===== config.mk =====
export PLATFORM = sky130hd
export DESIGN_NAME = matmul_seq
export DESIGN_NICKNAME = d
export VERILOG_FILES = /design/src/rtl/matmul_seq.sv
export SDC_FILE = /design/constraint.sdc
export NUM_CORES = 2
export LEC_CHECK = 0
export BUFFER_PORTS_ARGS = -buffer_cell sky130_fd_sc_hd__buf_4
export CAP_MARGIN = 15
export CORE_MARGIN = 2
export CORE_UTILIZATION = 50
export DETAILED_ROUTE_END_ITERATION = 6
export GPL_ROUTABILITY_DRIVEN = 0
export PLACE_DENSITY = 0.8
export SYNTH_ARGS = -nofsm -noshare
export SYNTH_HDL_FRONTEND = slang
export SYNTH_SLANG_ARGS = --single-unit

===== constraint.sdc =====
create_clock -name clk -period 16.4 [get_ports clk]
set_input_delay 3.28 -clock clk [delete_from_list [all_inputs] [get_ports clk]]
set_output_delay 3.28 -clock clk [all_outputs]
set_load 0.005 [all_outputs]

===== src/rtl/matmul_seq.sv =====
// Sequential signed fixed-point matrix multiplier, C = A x B.
// One multiply-accumulate per clock. Each result element takes N MAC cycles followed by
// one WRITE cycle that rescales, range-checks and stores the element.
module matmul_seq #(
  parameter int unsigned DATA_WIDTH  = 16,
  parameter int unsigned BIN_POS     = 8,
  parameter int unsigned MATRIX_SIZE = 3,
  parameter bit          SATURATE    = 1'b1
) (
  input  logic                                        clk,
  input  logic                                        rst,
  input  logic                                        start,
  input  logic [MATRIX_SIZE*MATRIX_SIZE*DATA_WIDTH-1:0] a,
  input  logic [MATRIX_SIZE*MATRIX_SIZE*DATA_WIDTH-1:0] b,
  output logic                                        ready,
  output logic                                        complete,
  output logic [MATRIX_SIZE*MATRIX_SIZE*DATA_WIDTH-1:0] result,
  output logic                                        overflow
);

  localparam int unsigned N    = MATRIX_SIZE;
  localparam int unsigned MatW = N * N * DATA_WIDTH;
  // Wide enough that a sum of N full-precision products can never overflow.
  localparam int unsigned AccW = 2 * DATA_WIDTH + $clog2(N) + 1;
  localparam int unsigned IdxW = (N > 1) ? $clog2(N) : 1;
  localparam int unsigned OffW = (MatW > 1) ? $clog2(MatW) : 1;
  localparam int unsigned ExtW = AccW - 2 * DATA_WIDTH;

  localparam logic [IdxW-1:0]       IdxLast = IdxW'(N - 1);
  localparam logic [DATA_WIDTH-1:0] MaxPos  = {1'b0, {(DATA_WIDTH - 1){1'b1}}};
  localparam logic [DATA_WIDTH-1:0] MinNeg  = {1'b1, {(DATA_WIDTH - 1){1'b0}}};

  typedef enum logic [1:0] {StIdle, StMac, StWrite, StDone} state_e;

  state_e                 state_q;
  logic [MatW-1:0]        a_q;
  logic [MatW-1:0]        b_q;
  logic signed [AccW-1:0] acc_q;
  logic [IdxW-1:0]        i_q;
  logic [IdxW-1:0]        j_q;
  logic [IdxW-1:0]        k_q;

  logic [OffW-1:0]               a_off;
  logic [OffW-1:0]               b_off;
  logic [OffW-1:0]               c_off;
  logic signed [DATA_WIDTH-1:0]  a_el;
  logic signed [DATA_WIDTH-1:0]  b_el;
  logic signed [2*DATA_WIDTH-1:0] prod;
  logic signed [AccW-1:0]        prod_ext;
  logic signed [AccW-1:0]        shifted;
  logic                          in_range;
  logic [DATA_WIDTH-1:0]         elem;

  // Operand selection, product and the rescale / range-check of the finished accumulator.
  always_comb begin
    a_off    = OffW'((32'(i_q) * N + 32'(k_q)) * DATA_WIDTH);
    b_off    = OffW'((32'(k_q) * N + 32'(j_q)) * DATA_WIDTH);
    c_off    = OffW'((32'(i_q) * N + 32'(j_q)) * DATA_WIDTH);
    a_el     = a_q[a_off +: DATA_WIDTH];
    b_el     = b_q[b_off +: DATA_WIDTH];
    prod     = a_el * b_el;
    prod_ext = {{ExtW{prod[2*DATA_WIDTH-1]}}, prod};
    // Arithmetic shift floors toward minus infinity.
    shifted  = acc_q >>> BIN_POS;
    // In range when every bit above the target sign bit matches it.
    in_range = (&shifted[AccW-1:DATA_WIDTH-1]) | ~(|shifted[AccW-1:DATA_WIDTH-1]);
    elem     = shifted[DATA_WIDTH-1:0];
    if (!in_range && SATURATE) begin
      elem = shifted[AccW-1] ? MinNeg : MaxPos;
    end
  end

  // Control FSM with registered handshake outputs, operand latches, accumulator and result.
  always_ff @(posedge clk or negedge rst) begin
    if (!rst) begin
      state_q  <= StIdle;
      ready    <= 1'b1;
      complete <= 1'b0;
      overflow <= 1'b0;
      result   <= '0;
      a_q      <= '0;
      b_q      <= '0;
      acc_q    <= '0;
      i_q      <= '0;
      j_q      <= '0;
      k_q      <= '0;
    end else begin
      unique case (state_q)
        StIdle, StDone: begin
          if (start) begin
            a_q      <= a;
            b_q      <= b;
            acc_q    <= '0;
            i_q      <= '0;
            j_q      <= '0;
            k_q      <= '0;
            overflow <= 1'b0;
            complete <= 1'b0;
            ready    <= 1'b0;
            state_q  <= StMac;
          end
        end
        StMac: begin
          acc_q <= acc_q + prod_ext;
          if (k_q == IdxLast) begin
            state_q <= StWrite;
          end else begin
            k_q <= k_q + 1'b1;
          end
        end
        StWrite: begin
          result[c_off +: DATA_WIDTH] <= elem;
          if (!in_range) begin
            overflow <= 1'b1;
          end
          acc_q <= '0;
          k_q   <= '0;
          if (j_q == IdxLast) begin
            j_q <= '0;
            if (i_q == IdxLast) begin
              state_q  <= StDone;
              ready    <= 1'b1;
              complete <= 1'b1;
            end else begin
              i_q     <= i_q + 1'b1;
              state_q <= StMac;
            end
          end else begin
            j_q     <= j_q + 1'b1;
            state_q <= StMac;
          end
        end
        default: state_q <= StIdle;
      endcase
    end
  end

endmodule


## Yosys cells after proc, flatten, opt, wreduce, memory -nomap -nowiden

Cells that the tools add are included.

- Multiply operators: 3
- Add/sub/neg operators: 8
- Mux-type cells: 24
- Reductions and logical operators: 12
- Bitwise operators: 2
- Equality and inequality tests: 13
- Shift-type cells: 4

Operator list:

| kind | number |
|---|---|
| indexed part select 144 x 9 -> 16 bit | 2 |
| bitwise mux 144 bit | 1 |
| variable shift 16 x 10 -> 144 bit (first input constant) | 1 |
| indexed part select 16 x 10 -> 144 bit | 1 |
| case mux 35 bit (3 select lines) | 1 |
| adder 35 x 32 -> 35 bit | 1 |
| 2-to-1 mux 35 bit | 1 |
| multiplier 16 x 16 -> 32 bit | 1 |
| 2-to-1 mux 16 bit | 2 |
| 2-to-1 mux 2 bit | 9 |
| inequality test 2 bit (second input constant) | 7 |
| adder 4 x 2 -> 4 bit | 3 |
| case mux 2 bit (3 select lines) | 2 |
| AND reduction 12 bit | 1 |
| OR reduction 12 bit | 1 |
| equality test 2 bit (second input constant) | 5 |
| negator 8 -> 10 bit | 1 |
| multiplier 2 x 2 -> 4 bit (second input constant) | 2 |
| case mux 2 bit (2 select lines) | 2 |
| AND reduction 2 bit | 4 |
| AND reduction 4 bit | 2 |
| adder 2 x 1 -> 2 bit (second input constant) | 3 |
| 2-to-1 mux 1 bit | 4 |
| case mux 1 bit (2 select lines) | 2 |
| 7 further kinds | 7 |

- Word-level logic and storage cells: 77
- Flip-flop bits (word level): 478
- Output and inout bits: 147
- Input port bits: 291

## Longest topological paths before layout

- Depth in word-level cells: 6
- Gate-level depth with buffers: 35
- Gate-level depth less buffers: 31

## Worst setup path after synthesis

OpenSTA, ideal clock, no wires.

- Path type: reg2reg
- Start: register j_q[1]
- End: register acc_q[34]
- Setup time: 0.087 ns
- Cell stages (with the launch flop): 29
- Setup slack: 7.936 ns
- Required time: 16.313 ns
- Path buffers: 3
- Data arrival time: 8.378 ns
- Period minus slack after synthesis: 8.464 ns
- Cells stage by stage: dfrtp_1 fa_1 ha_1 fa_1 buf_2 buf_2 mux4_2 mux2i_1 o21ai_1 nand2_1 inv_1 fa_1 fa_1 fa_1 fa_1 fa_1 inv_1 fa_1 inv_1 ha_1 clkbuf_1 a21oi_1 nor2b_1 a2111oi_0 nand3b_1 nand4_1 nand3_1 a2111o_1 o211ai_1

- Word-level cells in the longest chain between the ends: 5

RTL lines:

| element | line | RTL |
|---|---|---|
| from (decl) | 40 | `logic [IdxW-1:0] j_q;` |
| from (signal assigned) | 129 | `j_q <= j_q + 1'b1;` |
| adder 4 x 2 -> 4 bit | 57 | `b_off = OffW'((32'(k_q) * N + 32'(j_q)) * DATA_WIDTH);` |
| indexed part select 144 x 9 -> 16 bit | 60 | `b_el = b_q[b_off +: DATA_WIDTH];` |
| multiplier 16 x 16 -> 32 bit | 61 | `prod = a_el * b_el;` |
| adder 35 x 32 -> 35 bit | 104 | `acc_q <= acc_q + prod_ext;` |
| case mux 35 bit (3 select lines) | 88 | `unique case (state_q)` |
| to (signal assigned) | 104 |  |
| to (decl) | 38 | `logic signed [AccW-1:0] acc_q;` |

No other way between the ends.
A chain may end at the register's enable or synchronous reset.

## Worst setup path after layout

- Start: register i_q[0]
- End: register acc_q[32]

- Word-level cells in the longest chain between the ends: 6

RTL lines:

| element | line | RTL |
|---|---|---|
| from (decl) | 39 | `logic [IdxW-1:0] i_q;` |
| from (signal assigned) | 125 | `i_q <= i_q + 1'b1;` |
| multiplier 2 x 2 -> 4 bit | 56 | `a_off = OffW'((32'(i_q) * N + 32'(k_q)) * DATA_WIDTH);` |
| adder 4 x 2 -> 4 bit | 56 |  |
| indexed part select 144 x 9 -> 16 bit | 59 | `a_el = a_q[a_off +: DATA_WIDTH];` |
| multiplier 16 x 16 -> 32 bit | 61 |  |
| adder 35 x 32 -> 35 bit | 104 |  |
| case mux 35 bit (3 select lines) | 88 |  |

No other way between the ends.

==> impl_metrics.csv <==
group,metric,value,unit
clock_network,htreeDepth,2,
detailed_routing,postRouteAntennaNets,0,
logic_synthesis,ys_seq_area_share,37.6,%
worst_setup_path,rr_worst_depth,29,
place,portBuffers,437,
timing,tightest_slew,1130,ps
logic_synthesis,synth_area,31800,um2
floorplan,dieArea,65600,um2
logic_synthesis,synthArstFlopShare,100,%
global_route,grt_pass1_vias,23900,
logic_synthesis,yosys.area.top_type,"dfrtp_1",
finish,layout-drive-gt1-share,29.7,%
floorplan,core_area,63000,um2
clock_network,clock_latency,640,ps
hold_path,holdCritPathClass,"reg -> reg",
hold_path,hold_path_depth,2,
finish,nFillCells,4893,
worst_setup_path,cp_slowest_stage_delay,620,ps
clock_network,cts_tree,"done",
logic_synthesis,synth.distinct_cells,66,
timing,fmax,105,MHz
detailed_routing,top_layer,"met4",
floorplan,num_rows,92,
detailed_routing,viasPerCell,5.44,
timing,hold_viol_final,0,
clock_network,cts-root-buf,"clkbuf_16",
logic_synthesis,ys_warn_count,0,
finish,areaGrowthSynthToFinish,19.1,%
finish,layout.nets,3921,
timing,timing.final.crit_share,58.0,%
timing,grt_setup_unrepaired,"no",
logic_synthesis,synthTopCellsByArea,"dfrtp_1 (38%), fa_1 (20%), mux2_2 (10%), ha_1 (4.7%), inv_1 (4.5%)",
worst_setup_path,arrival,10050,ps
clock_network,hold_buffers,0,
floorplan,die_y,256,um
run_status,status,"completed",
detailed_routing,wl_met3,7.32,mm
clock_network,clkSinkCount,478,
detailed_routing,wl_met1,33.0,mm
timing,final.setup.tns,0,ps
detailed_routing,drtIter0Drc,1682,
detailed_routing,vias,22200,
timing,period_needed,9510,ps
detailed_routing,route.met2.wl,39.1,mm
global_route,antenna_found_initial,2,
detailed_routing,firstDrtPassIters,6,
global_route,grt_pass1_wl,132,mm
detailed_routing,finalWirelength,81.8,mm
logic_synthesis,synth_nets,3509,
clock_network,cts-resized-gates,0,
logic_synthesis,synth_top_area_share,37.6,%
flow_run,maxCapViolations,0,
logic_synthesis,ys.flop_type,"dfrtp_1",
clock_network,cts_made_buffers,52,
floorplan,die_w,256,um
detailed_routing,wl_per_cell,20.0,um
worst_setup_path,cp-start-kind,"flip-flop",
worst_setup_path,worstSetupPathType,"reg -> reg",
clock_network,cts.reportedPaths.clkPinSlew,80,ps
finish,register_area,12000,um2
timing,setup_viol,0,
logic_synthesis,syn_area_per_cell,11.4,um2
detailed_routing,drc_errors,0,
global_route,grt_max_degree,166,
worst_setup_path,worst_path_most_repeated_cell,"fa_1",
logic_synthesis,synth_edf_count,0,
place,post-dp-hpwl,62.3,mm
clock_network,clockBufferDepth,3,
worst_setup_path,crit_path_end_kind,"flip-flop",
worst_setup_path,required,16940,ps
timing,slew_headroom,24.3,%
worst_setup_path,crit_slowest_cell,"or2_1",
finish,multiInputGateArea,17900,um2
logic_synthesis,synth-seq-cells,478,
worst_setup_path,cp_max_fo,24,
global_route,gr-total-overflow,0,
clock_network,post_cts_buffers,0,
timing,slew_viol_final,0,
floorplan,boundaryPins,438,
global_route,grtUsageTotal,25.5,%
timing,finClkSkew,46.7,ps
logic_synthesis,synth_cells,2784,
floorplan,initial_utilization,50.5,%
[final cells by class]
| cell class | count | area share, % |
|---|---|---|
| clock buffer | 75 | 4.01 |
| sequential | 478 | 31.6 |
| antenna | 2 | 0.0132 |
| inverter | 384 | 3.81 |
| multi-input combinational | 1790 | 47.2 |
| timing repair buffer | 490 | 9.81 |
| clock inverter | 22 | 0.796 |
| tap | 846 | 2.80 |
[layout by cell type (no fill, tap or decap), types with 6 or more instances in the layout]
cell type,count
nand3_1,17
clkbuf_1,10
a21oi_1,62
buf_4,486
nand2b_1,12
mux2_2,294
clkbuf_8,13
clkbuf_16,52
nor3_1,11
o21ai_0,105
dfrtp_1,477
xnor2_1,24
a21o_1,10
o21ai_1,26
o211ai_1,6
nor2b_1,33
and2_1,6
inv_1,384
ha_1,118
mux2i_1,30
clkinv_2,8
mux4_2,64
nor2_1,139
xor2_1,13
o31ai_1,66
nand4_1,8
nand2_1,333
fa_1,312
o21a_1,17
or3_1,6
[worst max-delay path: cells and delay by family (launching register included)]
family	cells	cell delay, ps
flip-flops	1	460
buffers and inverters	5	340
AND/OR/NAND/NOR	10	2870
adder cells (fa/ha/maj)	9	4110
AO/OA/AOI/OAI	5	1660
[through the flow]
step / utilization [%] / hold WS (ps) / setup WS (ps) / area [um2] / std cells
detailed placement: 57.2 / 458 / 6950 / 36000 / 3985
floorplan: - / 445 / 7940 / 31800 / 2784
CTS: 60.1 / 468 / 6960 / 37800 / 4082
finish: 60.1 / 468 / 6890 / 37900 / 4087
global placement: 57.2 / 455 / 7210 / 36000 / 3984
global route: 60.1 / 492 / 6270 / 37900 / 4087
[sequential cells by signal, indices dropped and copies added, names as in the netlist]
register and flops:
k_q 2, ready 1, j_q 2, acc_q 35, complete 1, i_q 2, overflow 1, result 144
b_q 144, a_q 144, state_q 2
[logic make-up (layout without fill, tap and decap cells)]
logic type / after synthesis / after routing / share of synthesized area (%)
mux: 388 / 388 / 15.9
buf+inv: 516 / 971 / 6.24
simple gates: 594 / 594 / 7.95
xor+xnor: 39 / 39 / 1.16
compound gates: 335 / 335 / 6.62
flops: 478 / 478 / 37.6
other cells: 0 / 2 / 0
fa+ha+maj: 434 / 434 / 24.5
[cells in the mapped netlist, types with 3 or more instances]
cell type  number
o211ai_1        6
nand2_1       334
nor2b_1        34
nand3b_1        3
xnor2_1        24
dfrtp_1       477
nand4_1         8
and3_1          4
and2_1          6
o21a_1         17
ha_1          120
nand2b_1       12
xor2_1         13
or2_2           5
nor3_1         12
a21oi_1        64
clkbuf_1      101
o21bai_1        3
nand3_1        17
mux2_2        294
a31oi_1         5
o22ai_1         5
nor4_1          5
o21ai_0       108
a211oi_2        3
mux2i_1        30
a21o_1         10
mux4_2         64
a211oi_1        3
fa_1          314
nor2_1        139
or3_1           6
a211o_1         4
o21ai_1        23
buf_2          26
o31ai_1        66
inv_1         384
[routing by layer]
| metal | global-route usage [%] | vias to the layer above |
|---|---|---|
| met4 | 8.04 | 0 |
| met2 | 42.0 | 935 |
| li1 | - | 9983 |
| met3 | 7.23 | 162 |
| met5 | 0 | - |
| met1 | 32.7 | 11100 |
[worst paths after layout]
kind / startpoint / endpoint / slack [ps]
max reg2reg: i_q[0] / acc_q[32] / 6890
max: i_q[0] / acc_q[32] / 6890
max in group asynchronous: rst / a_q[79] / 11230
min reg2reg: ready / ready / 470
min in group asynchronous: rst / result[113] / 2670
min: ready / ready / 470
Power is left out: the tool's default activity adds up to more than one toggle a clock period on the data nets, which glitch-free logic cannot reach.
